[src/rtl/motion_sequencer.sv]
// Multi-axis move sequencer: a small FIFO of move commands feeding a
// LOAD/ARM/RUN/DONE handshake with the per-axis stepper drivers.
module motion_sequencer #(
  parameter int NUM_AXES  = 4,
  parameter int DEPTH     = 4,
  parameter int SPEED_MIN = 2
) (
  input  logic                            clk,
  input  logic                            rst_n,
  input  logic                            cmd_valid,
  output logic                            cmd_ready,
  input  logic [32*NUM_AXES-1:0]          cmd_steps,
  input  logic [32*NUM_AXES-1:0]          cmd_speed,
  input  logic                            enable,
  input  logic                            abort,
  input  logic [NUM_AXES-1:0]             axis_driving,
  output logic [32*NUM_AXES-1:0]          axis_steps,
  output logic [32*NUM_AXES-1:0]          axis_speed,
  output logic                            axis_start,
  output logic                            axis_enable,
  output logic                            busy,
  output logic                            move_done,
  output logic [$clog2(DEPTH):0]          queue_count
);

  localparam int PW = $clog2(DEPTH);
  localparam int CW = PW + 1;
  localparam int BW = 32 * NUM_AXES;

  typedef enum logic [2:0] {IDLE, LOAD, ARM, RUN, DONE, ABORT} state_t;

  state_t          state_q;
  logic [CW-1:0]   count_q, count_d;
  logic [PW-1:0]   wr_ptr_q, wr_ptr_d, rd_ptr_q, rd_ptr_d;
  logic [DEPTH-1:0][BW-1:0] steps_mem, speed_mem;
  logic [BW-1:0]   axis_steps_q, axis_speed_q;
  logic            axis_start_q, axis_enable_q, move_done_q;
  logic            push, pop;

  // Speeds below the driver's minimum half-period are raised to it (0 would wrap the counter).
  function automatic logic [31:0] clamp_speed(input logic [31:0] s);
    return (s < 32'(SPEED_MIN)) ? 32'(SPEED_MIN) : s;
  endfunction

  assign cmd_ready   = (count_q < CW'(DEPTH)) && (state_q != ABORT);
  assign axis_steps  = axis_steps_q;
  assign axis_speed  = axis_speed_q;
  assign axis_start  = axis_start_q;
  assign axis_enable = axis_enable_q;
  assign move_done   = move_done_q;
  assign busy        = (state_q != IDLE);
  assign queue_count = count_q;

  // FIFO bookkeeping; an abort flushes everything, including a push offered in the same cycle.
  always_comb begin
    push     = cmd_valid && cmd_ready && !abort;
    pop      = (state_q == IDLE) && enable && (count_q != '0) && !abort;
    count_d  = count_q + CW'(push) - CW'(pop);
    wr_ptr_d = push ? wr_ptr_q + PW'(1) : wr_ptr_q;
    rd_ptr_d = pop  ? rd_ptr_q + PW'(1) : rd_ptr_q;
    if (abort) begin
      count_d  = '0;
      wr_ptr_d = '0;
      rd_ptr_d = '0;
    end
  end

  // FIFO pointers and occupancy.
  always_ff @(posedge clk) begin
    if (!rst_n) begin
      count_q  <= '0;
      wr_ptr_q <= '0;
      rd_ptr_q <= '0;
    end else begin
      count_q  <= count_d;
      wr_ptr_q <= wr_ptr_d;
      rd_ptr_q <= rd_ptr_d;
    end
  end

  // FIFO storage; contents are only meaningful below count_q, so no reset.
  always_ff @(posedge clk) begin
    if (push) begin
      steps_mem[wr_ptr_q] <= cmd_steps;
      speed_mem[wr_ptr_q] <= cmd_speed;
    end
  end

  // Move sequencer FSM with registered driver-facing outputs; abort beats every transition.
  always_ff @(posedge clk) begin
    if (!rst_n) begin
      state_q       <= IDLE;
      axis_steps_q  <= '0;
      axis_speed_q  <= '0;
      axis_start_q  <= 1'b0;
      axis_enable_q <= 1'b0;
      move_done_q   <= 1'b0;
    end else if (abort) begin
      state_q       <= ABORT;
      axis_start_q  <= 1'b0;
      axis_enable_q <= 1'b0;
      move_done_q   <= 1'b0;
    end else begin
      axis_enable_q <= 1'b1;
      case (state_q)
        IDLE: if (pop) begin
          axis_steps_q <= steps_mem[rd_ptr_q];
          for (int a = 0; a < NUM_AXES; a++)
            axis_speed_q[a*32 +: 32] <= clamp_speed(speed_mem[rd_ptr_q][a*32 +: 32]);
          axis_start_q <= 1'b1;
          state_q      <= LOAD;
        end
        LOAD: begin
          axis_start_q <= 1'b0;
          state_q      <= ARM;
        end
        // Start low for a cycle so drivers clear their start-seen flag before we watch driving.
        ARM: state_q <= RUN;
        RUN: if (axis_driving == '0) begin
          move_done_q <= 1'b1;
          state_q     <= DONE;
        end
        DONE: begin
          move_done_q <= 1'b0;
          state_q     <= IDLE;
        end
        ABORT: begin
          // Power stage stays off until every driver has actually stopped.
          axis_enable_q <= (axis_driving == '0);
          if (axis_driving == '0) state_q <= IDLE;
        end
        default: state_q <= IDLE;
      endcase
    end
  end

endmodule
[config.mk]
export PLATFORM = sky130hd
export DESIGN_NAME = motion_sequencer
export DESIGN_NICKNAME = d
export VERILOG_FILES = /design/src/rtl/motion_sequencer.sv
export SDC_FILE = /design/constraint.sdc
export NUM_CORES = 1
export LEC_CHECK = 0
export BUFFER_PORTS_ARGS = -buffer_cell sky130_fd_sc_hd__buf_2
export CORE_MARGIN = 3
export CORE_UTILIZATION = 44
export DETAILED_ROUTE_END_ITERATION = 10
export PLACE_DENSITY_LB_ADDON = 0.12
export SLEW_MARGIN = 30
export SYNTH_ARGS = -nofsm -noshare
export SYNTH_HDL_FRONTEND = slang
export SYNTH_SLANG_ARGS = --single-unit
[constraint.sdc]
create_clock -name clk -period 22 [get_ports clk]
set_input_delay 4.4 -clock clk [delete_from_list [all_inputs] [get_ports clk]]
set_output_delay 4.4 -clock clk [all_outputs]
set_load 0.02 [all_outputs]
Word-level counts from Yosys, hierarchy flattened
Index checks and enable logic that the tools add are counted.
{"block": "op_classes", "addsub": 4, "magnitude_cmp": 8, "n_eq_ne": 12, "muxes": 22, "bitwise": 2, "reduce_logical": 20}
{"cell": "bitwise mux 512 bit", "n": 2}
{"cell": "binary-select mux 128 bit (select 2 bit)", "n": 2}
{"cell": "two-way mux 128 bit", "n": 3}
{"cell": "demux 128 bit (select 2 bit)", "n": 1}
{"cell": "less-than comparator 32 x 2 -> 1 bit, second input constant", "n": 4}
{"cell": "two-way mux 32 bit", "n": 4}
{"cell": "case mux 3 bit (5 select lines)", "n": 1}
{"cell": "two-way mux 3 bit", "n": 4}
{"cell": "!= test 3 bit, second input constant", "n": 4}
{"cell": "AND reduction 3 bit", "n": 3}
{"cell": "logical AND 1 bit", "n": 7}
{"cell": "== test 3 x 2 -> 1 bit, second input constant", "n": 2}
{"cell": "== test 3 bit, second input constant", "n": 2}
{"cell": "less-than comparator 2 x 3 -> 1 bit, second input constant", "n": 2}
{"cell": "!= test 2 bit, second input constant", "n": 3}
{"cell": "nonzero test 3 bit", "n": 2}
{"cell": "adder 2 x 1 -> 2 bit, second input constant", "n": 2}
{"cell": "zero test 4 bit", "n": 1}
{"cell": "case mux 1 bit (2 select lines)", "n": 2}
{"cell": "AND reduction 2 bit", "n": 2}
{"cell": "nonzero test 2 bit", "n": 2}
{"cell": "adder 3 x 1 -> 3 bit", "n": 1}
{"cell": "== test 3 x 1 -> 1 bit, second input constant", "n": 1}
{"cell": "zero test 3 bit", "n": 1}
{"cell": "7 further kinds", "n": 10}
{"block": "totals", "regBits": 1293, "input_bits": 265, "out_inout_bits": 264, "elab_cells": 86}

Logic depth before layout (Yosys ltp)
{"block": "logic_depth", "word_depth": 7, "depth_mapped": 14, "mapped_depth_nobuf": 13}

Least setup slack after synthesis
No wires, ideal clock.
{"block": "synth_path", "kind": "input to register", "start": "in cmd_valid", "end": "reg speed_mem[0] in the netlist's numbering, enable pin", "setup_ns": 0.649, "arrival_ns": 10.565, "required_ns": 21.351, "path_slack_ns": 10.785, "path_stages": 3, "path_buffers": 0, "cell_sequence": "nand2_1 > nor2_1 > and2_1"}
{"block": "synth_via", "elab_chain_cells": 2}
{"element": "start: declaration", "line": "10", "rtl": "input logic cmd_valid,"}
{"element": "logical AND 1 bit (2 in a row)", "line": "56", "rtl": "push = cmd_valid && cmd_ready && !abort;"}
{"element": "end signal: indexed assignment", "line": "85", "rtl": "speed_mem[wr_ptr_q] <= cmd_speed;"}
{"element": "end: declaration", "line": "35", "rtl": "logic [DEPTH-1:0][BW-1:0] steps_mem, speed_mem;"}
No other way between the ends.
A chain may end at the register's enable or synchronous reset.

Worst setup path in the final report
{"block": "layout_path", "start": "in enable", "end": "reg axis_speed_q[104] (netlist: axis_speed[104])"}
{"block": "layout_via", "elab_chain_cells": 4}
{"element": "start: declaration", "line": "14", "rtl": "input logic enable,"}
{"element": "logical AND 1 bit (3 in a row)", "line": "57", "rtl": "pop = (state_q == IDLE) && enable && (count_q != '0) && !abort;"}
{"element": "AND reduction 3 bit (no line)"}
{"element": "end signal: indexed assignment", "line": "109", "rtl": "axis_speed_q[a*32 +: 32] <= clamp_speed(speed_mem[rd_ptr_q][a*32 +: 32]);"}
{"element": "end: declaration", "line": "36", "rtl": "logic [BW-1:0] axis_steps_q, axis_speed_q;"}
No other way between the ends.

==> impl_results.md <==
- Avg Synthesized Cell Area: between 15 and 20 sq um
- Crit path DAT: ~7500 ps
- DRT iter0 DRCs: 1721
- Fin util: 52.6%
- DRC viols: 0
- Clk sinks: roughly 1300
- Final Slew Violations: 0
- Hold buffer count at CTS: 0
- Area leader, netlist: edfxtp_1
- CP bufs+invs: 4
- Synth Instances: between 2000 and 3000
- Crit path top cell by count: buf_6
- I/O Buffers: approximately 530
- ANT nets after route: 0
- RSZ-0062 raised after global routing: no
- Power Dens Cells: 91.5 nW/um^2
- Setup TNS: 0 ps
- CTS tree: built
- Die area: 111000 sq um
- Final Wtd Congestion: just under 0.8
- Fill cell count: between 8000 and 9000
- Clock slew at reported path FFs: 60 ps
- Combinational share of power: 2.7%
- Via-to-Cell Ratio: about 5.3
- Hold crit path type: register to register
- CP max stage delay: roughly 650 ps
- Setup CP Type: input pin to register
- First drt pass iteration count: 5
- Top-area cell type share of the netlist area: between 60% and 70%
- Tmin final: a little under 7000 ps
- Sw Share: roughly a fifth
- Share of cells above drive strength 1: 31.7%
- P_int: 4.07 mW
- Peak VDD IR: 55.7 uV
- Core area: 106000 sq um
- Crit path max fanout: 96
- LEAKAGE: 18.7 nW
- Setup-failing EPs final: 0
- Final worst-path setup slack: roughly 15000 ps
- GRT Util Overall: roughly a fifth
- Unique masters post-synth: 38
- DIE HEIGHT: 334 um
- Fmax: roughly 0.15 GHz
- Horiz. Die Dim: ~330 um
- Post-Syn Area: between 40000 and 50000 sq um
- Num CTS Buffers: 138
- Standard-cell row count: approximately 120
- Final Total Pwr: a little over 5 mW
- Area delta synth->final: 18.0%
- Crit. End Element: register
- Root Driver: clkbuf_16
- Fin Clk Skew: 28.3 ps
- Grt total ovfl: 0
- Kind of cell adding the most delay to the critical path: buffers and inverters
- Max-Cap Viols: 0
- DP Wirelength: approximately 70000 um
- CP max-delay cell: buf_6
- Clock Power Share: between 40 and 50%
- Outcome: completed
- FF+latch count, synth: 1293
- Placement Setup Slack: 13840 ps
- Largest net degree at the start of global routing: between 100 and 150
- Clock buffer depth: 3
- Sw Pwr: a little over 1 mW
- Relative slew slack: approximately 28%
- Setup bufs post-CTS: 0
- Sequential power share: 52.7%
- IO Count: between 500 and 600
- Synth warn: 0
- Detailed Route WL: 115000 um
- Number of gates resized after cts: 0
- Initial Util: between 40 and 50%
- First-pass GRT wire length: ~170000 um
- Worst-margin pin slew: roughly 1100 ps
- Worst endpoint required time: about 23000 ps
- DR WL/cell: around 25 um
- Syn_nets: 2839
- Critical path, cell by cell: buf_2, o31ai_1, or3_4, inv_8, buf_6, buf_6, nand2_1, a21boi_1
- Fin crit share: between 30% and 40%
- Htree depth: 4
- Worst R2R Setup Slack: ~18000 ps
- Part of the Yosys area used for sequential elements: 76.4%
- Final hold vios: 0
- Clock Latency Late Sink: approximately 740 ps
- Vias in the first global route: 25832
- Layout Nets: 3387
- Critical path launch point type: input pin
- Via count: roughly 25000
- Initial antenna violation count: 72
- Synth top area cells: edfxtp_1 (65%), mux4_2 (12%), dfxtp_1 (11%)
layout make-up:
cell class                      count  area, sq um  area share [%]
Inverter                            7         33.8          0.0606
Clock inverter                     56          579            1.04
Clock buffer                      200         3940            7.07
Tap cell                         1391         1740            3.12
Sequential cell                  1293        36100            64.8
Multi-Input combinational cell   1119        10300            18.4
Antenna cell                       28         70.1           0.126
Timing Repair Buffer              556         2970            5.33
cells in the mapped netlist:
cell and n:
or2_2 1, a21boi_1 200, buf_2 48, nor2b_1 2
dfxtp_1 269, a31oi_1 2, nand2b_1 1, clkbuf_1 57
o31a_1 5, nand2_1 500, o31ai_1 1, nand4_1 8
inv_1 6, o221a_2 1, ha_1 6, nor4_1 29
nor4bb_1 1, fa_1 1, o21ai_1 4, or3_1 2
edfxtp_1 1024, xor2_1 2, o21a_1 4, nor3_1 5
buf_4 5, o21bai_1 1, a21boi_0 48, a21oi_1 3
xnor2_1 3, buf_1 9, a311oi_1 1, and2_1 5
nor3b_1 2, nand3_1 8, clkinv_2 1, mux4_2 256
buf_6 29, nor2_1 17
layer usage:
metal	GRT usage, %	part of all wire (%)	up-vias
met2	32.9	49	707
met4	6.88	2.5	48
met1	25.9	40	12744
met5	0	0.28	-
met3	7.81	8.6	243
li1	-	-	11077
worst register-to-register path, delay by kind of cell (launching register included):
family | cells | cell delay (ps)
buffers and inverters | 2 | 1420
and+or+nand+nor | 3 | 1190
muxes | 1 | 700
AOI/OAI and AO/OA | 1 | 140
DFF | 1 | 600
power by group through the flow:
stage	sequential (mW)	combinational, mW	clock [mW]
after global placement	2.74	0.136	0
after global routing	2.69	0.152	2.44
final	2.69	0.139	2.27
after floorplan	2.75	0.0641	0
after detailed placement	2.74	0.141	0
after CTS	2.69	0.142	2.34
layout by cell type, fill, tap and decap left out, types with 19 or more instances in the layout:
cell type  count
edfxtp_1    1024
buf_2        527
nand2_1      500
dfxtp_1      267
mux4_2       256
a21boi_1     200
clkbuf_16    141
a21boi_0      48
clkbuf_1      40
diode_2       28
nor4_1        28
clkbuf_8      19
cells by family after synthesis:
group,synth area share [%]
flip-flops,76.4
AND/OR/NAND/NOR,4.93
multiplexers,12.2
buffers and inverters,1.86
AO/OA/AOI/OAI,4.27
XOR/XNOR,0.0927
adder cells (fa/ha/maj),0.201
stage by stage:
stage,area [sq um],std cells,hold WS (ps)
final,55800,4650,449
after global routing,55700,4636,464
after CTS,55600,4621,450
after detailed placement,51100,4365,442
after global placement,51100,4365,438
after floorplan,47300,2567,524
path summary, 6_finish.rpt:
path                                                   start                           end  cells past startpoint
worst max-delay path                                  enable  axis_speed[104]$_SDFFE_PN0P_                      8
worst min-delay path            axis_speed[100]$_SDFFE_PN0P_  axis_speed[100]$_SDFFE_PN0P_                      2
worst max register to register      rd_ptr_q[0]$_SDFFE_PP0P_   axis_speed[64]$_SDFFE_PN0P_                      7
worst min register to register  axis_speed[100]$_SDFFE_PN0P_  axis_speed[100]$_SDFFE_PN0P_                      2
state kept, by name, summed over array words and instances (netlist names), 2 cells and up:
name,flops
axis_steps,128
speed_mem,512
wr_ptr_q,2
state_q,3
steps_mem,512
rd_ptr_q,2
axis_speed,128
queue_count,3
Note: power is estimated with default switching activity, not from simulation.
